[src/rtl/sram_req_arbiter.sv]
// Two-to-one SRAM-like request arbiter: data-priority grant with a fetch starvation
// guard, plus an in-order source FIFO that routes each downstream response to its master.
module sram_req_arbiter #(
  parameter int DEPTH  = 4,
  parameter int STREAK = 4
) (
  input  logic        clk,
  input  logic        reset,

  input  logic        inst_req,
  input  logic        inst_wr,
  input  logic [1:0]  inst_size,
  input  logic [3:0]  inst_wstrb,
  input  logic [31:0] inst_addr,
  input  logic [31:0] inst_wdata,
  output logic        inst_addr_ok,
  output logic        inst_data_ok,
  output logic [31:0] inst_rdata,

  input  logic        data_req,
  input  logic        data_wr,
  input  logic [1:0]  data_size,
  input  logic [3:0]  data_wstrb,
  input  logic [31:0] data_addr,
  input  logic [31:0] data_wdata,
  output logic        data_addr_ok,
  output logic        data_data_ok,
  output logic [31:0] data_rdata,

  output logic        m_req,
  output logic        m_wr,
  output logic [1:0]  m_size,
  output logic [3:0]  m_wstrb,
  output logic [31:0] m_addr,
  output logic [31:0] m_wdata,
  input  logic        m_addr_ok,
  input  logic        m_data_ok,
  input  logic [31:0] m_rdata
);

  localparam int PW = $clog2(DEPTH);
  localparam int CW = PW + 1;
  localparam int SW = $clog2(STREAK + 1);
  localparam logic [CW-1:0] FULL_CNT   = CW'(DEPTH);
  localparam logic [SW-1:0] STREAK_MAX = SW'(STREAK);

  typedef enum logic [1:0] {
    UNLOCKED,
    LOCKED_INST,
    LOCKED_DATA
  } lock_t;

  lock_t          state, state_next;
  logic           grant_valid;
  logic           grant_data;
  logic [SW-1:0]  streak;

  logic [DEPTH-1:0] src_q;
  logic [PW-1:0]    wr_ptr, rd_ptr;
  logic [CW-1:0]    count;
  logic             full, empty, head_data;
  logic             push, pop;
  logic             inst_accept, data_accept;

  assign full      = (count == FULL_CNT);
  assign empty     = (count == '0);
  assign head_data = src_q[rd_ptr];

  // Lock register: holds the grant on a source until the downstream accepts it.
  always_ff @(posedge clk) begin
    if (reset) state <= UNLOCKED;
    else       state <= state_next;
  end

  always_comb begin
    grant_valid = 1'b0;
    grant_data  = 1'b0;
    state_next  = state;
    unique case (state)
      LOCKED_INST: begin
        grant_valid = 1'b1;
        grant_data  = 1'b0;
        if (m_addr_ok) state_next = UNLOCKED;
      end
      LOCKED_DATA: begin
        grant_valid = 1'b1;
        grant_data  = 1'b1;
        if (m_addr_ok) state_next = UNLOCKED;
      end
      default: begin
        if (data_req && !(inst_req && streak == STREAK_MAX)) begin
          grant_valid = 1'b1;
          grant_data  = 1'b1;
        end else if (inst_req) begin
          grant_valid = 1'b1;
        end
        if (m_req && !m_addr_ok)
          state_next = grant_data ? LOCKED_DATA : LOCKED_INST;
      end
    endcase
  end

  assign m_req   = grant_valid & ~full & ~reset;
  assign m_wr    = reset ? 1'b0  : (grant_data ? data_wr    : inst_wr);
  assign m_size  = reset ? 2'b0  : (grant_data ? data_size  : inst_size);
  assign m_wstrb = reset ? 4'b0  : (grant_data ? data_wstrb : inst_wstrb);
  assign m_addr  = reset ? 32'b0 : (grant_data ? data_addr  : inst_addr);
  assign m_wdata = reset ? 32'b0 : (grant_data ? data_wdata : inst_wdata);

  assign inst_accept  = m_req & m_addr_ok & ~grant_data;
  assign data_accept  = m_req & m_addr_ok &  grant_data;
  assign inst_addr_ok = inst_accept;
  assign data_addr_ok = data_accept;

  assign push = inst_accept | data_accept;
  assign pop  = m_data_ok & ~empty & ~reset;

  assign inst_data_ok = pop & ~head_data;
  assign data_data_ok = pop &  head_data;
  assign inst_rdata   = inst_data_ok ? m_rdata : 32'b0;
  assign data_rdata   = data_data_ok ? m_rdata : 32'b0;

  // Counts data grants that overtook a waiting fetch; at STREAK fetch gets the next grant.
  always_ff @(posedge clk) begin
    if (reset)
      streak <= '0;
    else if (!inst_req || inst_accept)
      streak <= '0;
    else if (data_accept && streak != STREAK_MAX)
      streak <= streak + SW'(1);
  end

  always_ff @(posedge clk) begin
    if (push) src_q[wr_ptr] <= grant_data;
  end

  always_ff @(posedge clk) begin
    if (reset) begin
      wr_ptr <= '0;
      rd_ptr <= '0;
      count  <= '0;
    end else begin
      if (push) wr_ptr <= wr_ptr + PW'(1);
      if (pop)  rd_ptr <= rd_ptr + PW'(1);
      case ({push, pop})
        2'b10:   count <= count + CW'(1);
        2'b01:   count <= count - CW'(1);
        default: count <= count;
      endcase
    end
  end

endmodule

[config.mk]
export PLATFORM = sky130hd
export DESIGN_NAME = sram_req_arbiter
export DESIGN_NICKNAME = d
export VERILOG_FILES = /design/src/rtl/sram_req_arbiter.sv
export SDC_FILE = /design/constraint.sdc
export NUM_CORES = 1
export LEC_CHECK = 0
export BUFFER_PORTS_ARGS = -buffer_cell sky130_fd_sc_hd__buf_2
export CORE_AREA = 2 2 124 126
export CTS_CLUSTER_SIZE = 10
export DETAILED_ROUTE_END_ITERATION = 10
export DIE_AREA = 0 0 126 128
export SLEW_MARGIN = 20
export SYNTH_ARGS = -nofsm -noshare
export SYNTH_HDL_FRONTEND = slang
export SYNTH_SLANG_ARGS = --single-unit
[constraint.sdc]
create_clock -name clk -period 5.4 [get_ports clk]
set_input_delay 1.08 -clock clk [delete_from_list [all_inputs] [get_ports clk]]
set_output_delay 1.08 -clock clk [all_outputs]
set_load 0.02 [all_outputs]
# == After elaboration in Yosys (flattened, before gate mapping) ==
# Index checks and enable logic that the tools add are counted.
# totals
inputBits,180
wordCells,80
ff_bits,16
# op_classes
reduce_logical,15
n_lt_le_gt_ge,3
bitwise,15
add_sub_neg,5
mux,28
n_eq_ne,8
# op_table
cell,n
two-way mux 32 bit,6
two-way mux 2 bit,6
AND 1 bit,9
two-way mux 1 bit,9
two-way mux 4 bit,2
adder 3 x 1 -> 3 bit (second input constant),2
equality test 3 bit (second input constant),2
less-than comparator 2 x 3 -> 1 bit (second input constant),2
case mux 3 bit (2 select lines),1
logical AND 1 bit,5
NOT 1 bit,5
adder 2 x 1 -> 2 bit (second input constant),2
bitwise mux 4 bit,1
equality test 2 x 1 -> 1 bit (second input constant),2
equality test 2 bit (second input constant),2
nonzero test 2 bit,2
OR reduction 2 bit,2
logical NOT 1 bit,3
logical NOT 3 bit,1
inequality test 3 bit (second input constant),1
subtractor 3 x 1 -> 3 bit (second input constant),1
binary-select mux 1 bit (select 2 bit),1
demux 1 bit (select 2 bit),1
greater-or-equal comparator 2 x 1 -> 1 bit (second input constant),1
5 further kinds,5

# == Longest topological paths before layout ==
# Gate-level depths: netlist of run 1.
# logic_depth
depth_word,13
mapped_depth,11
depth_no_buf,10

# == Worst setup path after synthesis of run 1 ==
# No wires, ideal clock.
# synth_path
kind,input port to output port
startpoint,in data_req
endpoint,out m_wdata[23]
setup_slack_ns,2.070
stages,6
t_arrival_ns,2.250
path_buffers,2
cell_sequence,mux2i_1 > a31o_1 > buf_6 > clkbuf_1 > nand2_1 > a21oi_1
# synth_via
elab_chain_cells,6
# synth_lines
item,line,source
"start, declared",20,"input logic data_req,"
logical AND 1 bit,91,if (data_req && !(inst_req && streak == STREAK_MAX)) begin
two-way mux 1 bit,91,
two-way mux 1 bit,79,unique case (state)
case mux 1 bit (2 select lines),79,
two-way mux 32 bit (2 in a row),108,assign m_wdata = reset ? 32'b0 : (grant_data ? data_wdata : inst_wdata);
"end, declared",35,"output logic [31:0] m_wdata,"
# No other way between the ends. The select of a mux whose other input is x is not followed.

# == Final worst setup path of run 1 ==
# layout_path
startpoint,in data_req
endpoint,out m_wdata[3]
# Same word-level chain as after synthesis.

==> metrics, run 1 <==
Fillers=1,638; Nets=885; Avg WL per Cell=12.6 um; CTS Root Cell=clkbuf_16; RSZ-0062 raised after global routing=false; Final Slew Violations=0; Internal=397 uW; Post-Syn Instances=402; Vias=3,688; post-synthesis sequential area ratio=12.6%; CTS tree=done; VDD IR-drop max=100 uV; Post-Route Skew=0.000902 ns; leakage=2.58 nW; Routed Antenna Nets=0; # diodes=0; reg2reg path depth=11; Max Fclk=0.254 GHz; setup TNS=0 ns; Placed Cells incl. Taps=879; total global-route track usage=12.3%; total gr overflow=0; Primary FF master, synth=dfxtp_1; I/O Pins=320; largest net degree at the start of global routing=73; crit path DAT=2.85 ns; sw frac=46.0%; top post-synthesis cells by area=a21oi_2 (18%), nand2_2 (13%), nand2_1 (11%); Psw=339 uW; Reg clk slew, reported paths=0.05 ns; H-Tree Depth=1; critical path peak fanout=72; worst min path class=flip-flop to flip-flop; proportion of netlist area held by the largest area contributor=18.4%; post-synth cell types=41; run status=completed; Total Wirelength=11.1 mm; gpl congestion=0.794; clock share of power=20.0%; max cap viols=0; drt via density=4.18; Reg power frac=18.7%; min Tclk post-route=3.93 ns; yosys warns=0; first-pass GRT wire length=16.4 mm; Die Area=0.0161 sq mm; Cell Area, Synth=0.00286 sq mm; die width=126 um; Die Ht=128 um; CTS Sinks=16; CP Capture Type=output port; count of buffers from port buffering=319; worst hold path stage count=2; dpl hpwl=9.15 mm; CTS max path bufs=2; core area=0.0149 sq mm; Synth Register Bits=16; fraction of layout cells with a size suffix above 1=65.5%; Post-Layout Cell Count=883; Post-synth EDFFs=4; synth-to-layout area growth=58.8%; initial drt markers=123; Starting Density=19.2%; hold-fix buffers at CTS=0; clk_lat worst skew=0.25 ns; Yosys top cell by area=a21oi_2; crit path kind=primary input to output port; CTS buffer count=3; Final Hold Violating Endpoints=0; DRC violations left=0; Post-synth ARST share=0%; Synthesized Nets=591; synthesized area per cell=7.11 sq um; first-pass iteration count of the detailed router=4; Power Density=162 mW/mm^2; crit path launch type=primary input; PostCTS Resize Cnt=0; FP Rows=45; Logic pwr share=61.3%; Slew @ Worst Pin=0.851 ns; vias in the first global route=3,329; final worst-path cycle share=72.9%; final setup vio count=0; Worst Path Required=4.32 ns; # Post-CTS Setup Buffers=0; initial antenna violation count=0; relative slew slack=43.3%
## area by class of cell
type	count	area, sq um	share of cell area, %
timing repair buffer	324	1650	36.4
multi-input combinational	342	2180	48.0
clock inverter	1	3.75	0.0828
clock buffer	3	75.1	1.66
inverter	9	35.0	0.772
sequential	16	360	7.94
tap	188	235	5.19
## power by group through the flow
stage	Clock, mW	Combinational, mW	Sequential, mW
after global placement	0	0.455	0.140
after detailed placement	0	0.458	0.140
final	0.147	0.451	0.138
after floorplan	0	0.318	0.138
after CTS	0.148	0.460	0.138
after global routing	0.153	0.494	0.139
## registers in the layout (all words and copies together), names as in the netlist
signal	cells
count	3
rd_ptr	2
wr_ptr	2
streak	3
state	2
src_q	4
## placed cells by master (no fill, tap or decap), drive strengths merged, types with 3 or more instances in the layout
cell	n
nor2	10
and2	38
nor4	3
dfxtp	12
nand2	144
xnor2	3
buf	324
edfxtp	4
ha	8
inv	8
nor3	3
a21oi	76
mux2i	3
nand2b	3
and3	32
clkbuf	3
## worst max-delay path: stages
cell and delay (ns):
buf_2 0.12, mux2i_1 0.26, a31o_2 0.18, buf_4 0.57, nand2_1 0.23, a21oi_2 0.17, buf_2 0.18
## cell usage after synthesis (all sizes together) (4+ instances only)
master / number
and2: 38
and3: 32
dfxtp: 12
clkbuf: 18
inv: 8
nor2: 10
edfxtp: 4
a21oi: 76
ha: 8
nand2: 144
buf: 17
## layer usage
layer / track usage [%] / up-vias / wire length, um
met3: 2.59 / 9 / 1110
li1: - / 1905 / -
met4: 2.52 / 0 / 116
met5: 0 / - / 0
met1: 13.6 / 1571 / 4250
met2: 24.1 / 203 / 5660
## through the flow
| stage | area (sq um) | hold slack (ns) | setup slack [ns] | utilization (%) | total power, mW |
|---|---|---|---|---|---|
| floorplan | 2860 | 0.457 | 2.07 | - | 0.456 |
| global placement | 4460 | 0.475 | 1.49 | 30.0 | 0.595 |
| detailed placement | 4460 | 0.485 | 1.45 | 30.0 | 0.598 |
| CTS | 4540 | 0.491 | 1.44 | 30.5 | 0.745 |
| global route | 4540 | 0.520 | 1.37 | 30.5 | 0.786 |
| finish | 4540 | 0.492 | 1.47 | 30.5 | 0.736 |
## worst paths after layout
check	startpoint	to	slack, ns
worst max-delay path	data_req	m_wdata[3]	1.47
worst min-delay path	state[0]	state[0]	0.49
worst max register to register	state[0]	count[2]	2.65
worst min register to register	state[0]	state[0]	0.49
## kinds of logic after synthesis
logic type                 synth area share (%)
AOI/OAI and AO/OA                          23.7
xor gates and xnor gates                   1.53
adders and majority gates                  4.21
buffers and inverters                      11.2
DFF                                        12.6
muxes                                      1.84
and+or+nand+nor                            44.9
Power figures use the tool's default switching activity.
==> run 2: changes to the inputs <==
- CORE_AREA: 2 2 124 126 -> 2 2 125 127
- DIE_AREA: 0 0 126 128 -> 0 0 127 129
- clock period: 5.4 -> 4.1 ns (I/O delays scaled with it)
==> metrics, run 2 (same netlist as run 1, synthesis figures left out) <==
Placement Cell Area=0.00448 sq mm; Final Hold Violating Endpoints=0; CTS tree=done; CTS Root Cell=clkbuf_16; CP peak stage delay=0.78 ns; total global-route track usage=12.4%; die width=127 um; DP Worst Slack=0.877 ns; gpl congestion=0.790; crit path launch type=flip-flop; Reg power frac=18.7%; CTS Sinks=16; Internal=528 uW; Finished Cell Area=0.00457 sq mm; Psw=440 uW; max cap viols=0; clock share of power=19.3%; Die Ht=129 um; drt via density=4.27; Nets=887; hold-fix buffers at CTS=0; FF-to-FF setup slack=1.37 ns; CP bufs+invs=1; crit-path cells=mux4_2 > nor3_4 > and2_1 > buf_2; vias in the first global route=3,461; final setup vio count=0; Placed Cells incl. Taps=881; Starting Density=19.1%; Final WS setup=0.732 ns; Logic pwr share=62.0%; Post-Route Skew=0.00213 ns; Die Area=0.0164 sq mm; final worst-path cycle share=82.1%; clk_lat worst skew=0.24 ns; CTS buffer count=3; Power, Total=968 uW; DRC violations left=0; Slew @ Worst Pin=0.842 ns; Max Fclk=0.297 GHz; leakage=2.60 nW; sw frac=45.4%; most flop-heavy register=src_q; first-pass GRT wire length=16.5 mm; VDD IR-drop max=113 uV; fraction of layout cells with a size suffix above 1=65.6%; FP Rows=45; Vias=3,780; CP max-delay cell=mux4_2; PostCTS Resize Cnt=0; count of buffers from port buffering=319; total gr overflow=0; Top Registers=src_q x4, count x3, streak x3; Core Util, Final=30.5%; crit path kind=flip-flop to output port; initial antenna violation count=1; Avg WL per Cell=12.8 um; initial drt markers=78; Final Slew Violations=0; Power Density=212 mW/mm^2; core area=0.0150 sq mm; Routed Antenna Nets=0; Post-Layout Cell Count=886; crit path DAT=2.55 ns; first-pass iteration count of the detailed router=4; CP Capture Type=output port; H-Tree Depth=1; synth-to-layout area growth=59.8%; Reg clk slew, reported paths=0.05 ns; Total Wirelength=11.3 mm; run status=completed; min Tclk post-route=3.37 ns; largest net degree at the start of global routing=73; max reg flops=4; relative slew slack=43.7%; RSZ-0062 raised after global routing=false; CP Launch Point=rd_ptr[0]; reg2reg start=state[0]; Worst Path Required=3.28 ns; dpl hpwl=9.50 mm; setup TNS=0 ns; Worst Hold Margin=0.487 ns; Min-Delay Startpoint=state[0]; critical path peak fanout=34; delay-heaviest family, CP=simple AND/OR/NAND/NOR gates; most common cell after layout, fill and taps aside=buf_2; # Post-CTS Setup Buffers=0; CTS max path bufs=2; worst min path class=flip-flop to flip-flop; commonest non-fill, non-tap cells in the layout=buf_2 (318), nand2_1 (84), nand2_2 (60), a21oi_2 (60), and2_1 (38); I/O Pins=320
-- run 2: path summary, 6_finish.rpt --
kind	end	cells past startpoint
setup / recovery	inst_rdata[9]	4
hold / removal	state[0]	2
setup reg to reg	count[2]	11
hold reg to reg	state[0]	2
-- run 2: layout make-up --
class,count,area [sq um]
Fill cell,1637,10400
Sequential cell,16,360
Antenna cell,1,2.50
Timing Repair Buffer,326,1680
Clock buffer,3,75.1
Multi-Input combinational cell,342,2180
Inverter,9,35.0
Tap cell,188,235
Clock inverter,1,3.75
-- run 2: power by group through the flow --
stage	Combinational (mW)	Sequential, mW	Clock (mW)
after floorplan	0.419	0.182	0
after global placement	0.602	0.184	0
after detailed placement	0.607	0.184	0
after CTS	0.609	0.181	0.192
after global routing	0.655	0.183	0.202
final	0.600	0.181	0.187
-- run 2: worst register-to-register path, stage by stage, from the launching register on --
cell and delay (ns):
dfxtp_1 0.32, inv_1 0.04, ha_1 0.35, nor3b_1 0.19, nor4b_2 0.23, buf_4 0.23
inv_2 0.08, ha_1 0.23, fa_1 0.39, xnor2_1 0.15, or3_1 0.30, a21oi_1 0.15
-- run 2: per-layer routing --
metal	GRT usage (%)	share of wire, %	vias up
met5	0	0	-
li1	-	-	1912
met4	5.11	3.0	0
met2	25.6	53	204
met1	12.4	36	1648
met3	1.66	7.7	16
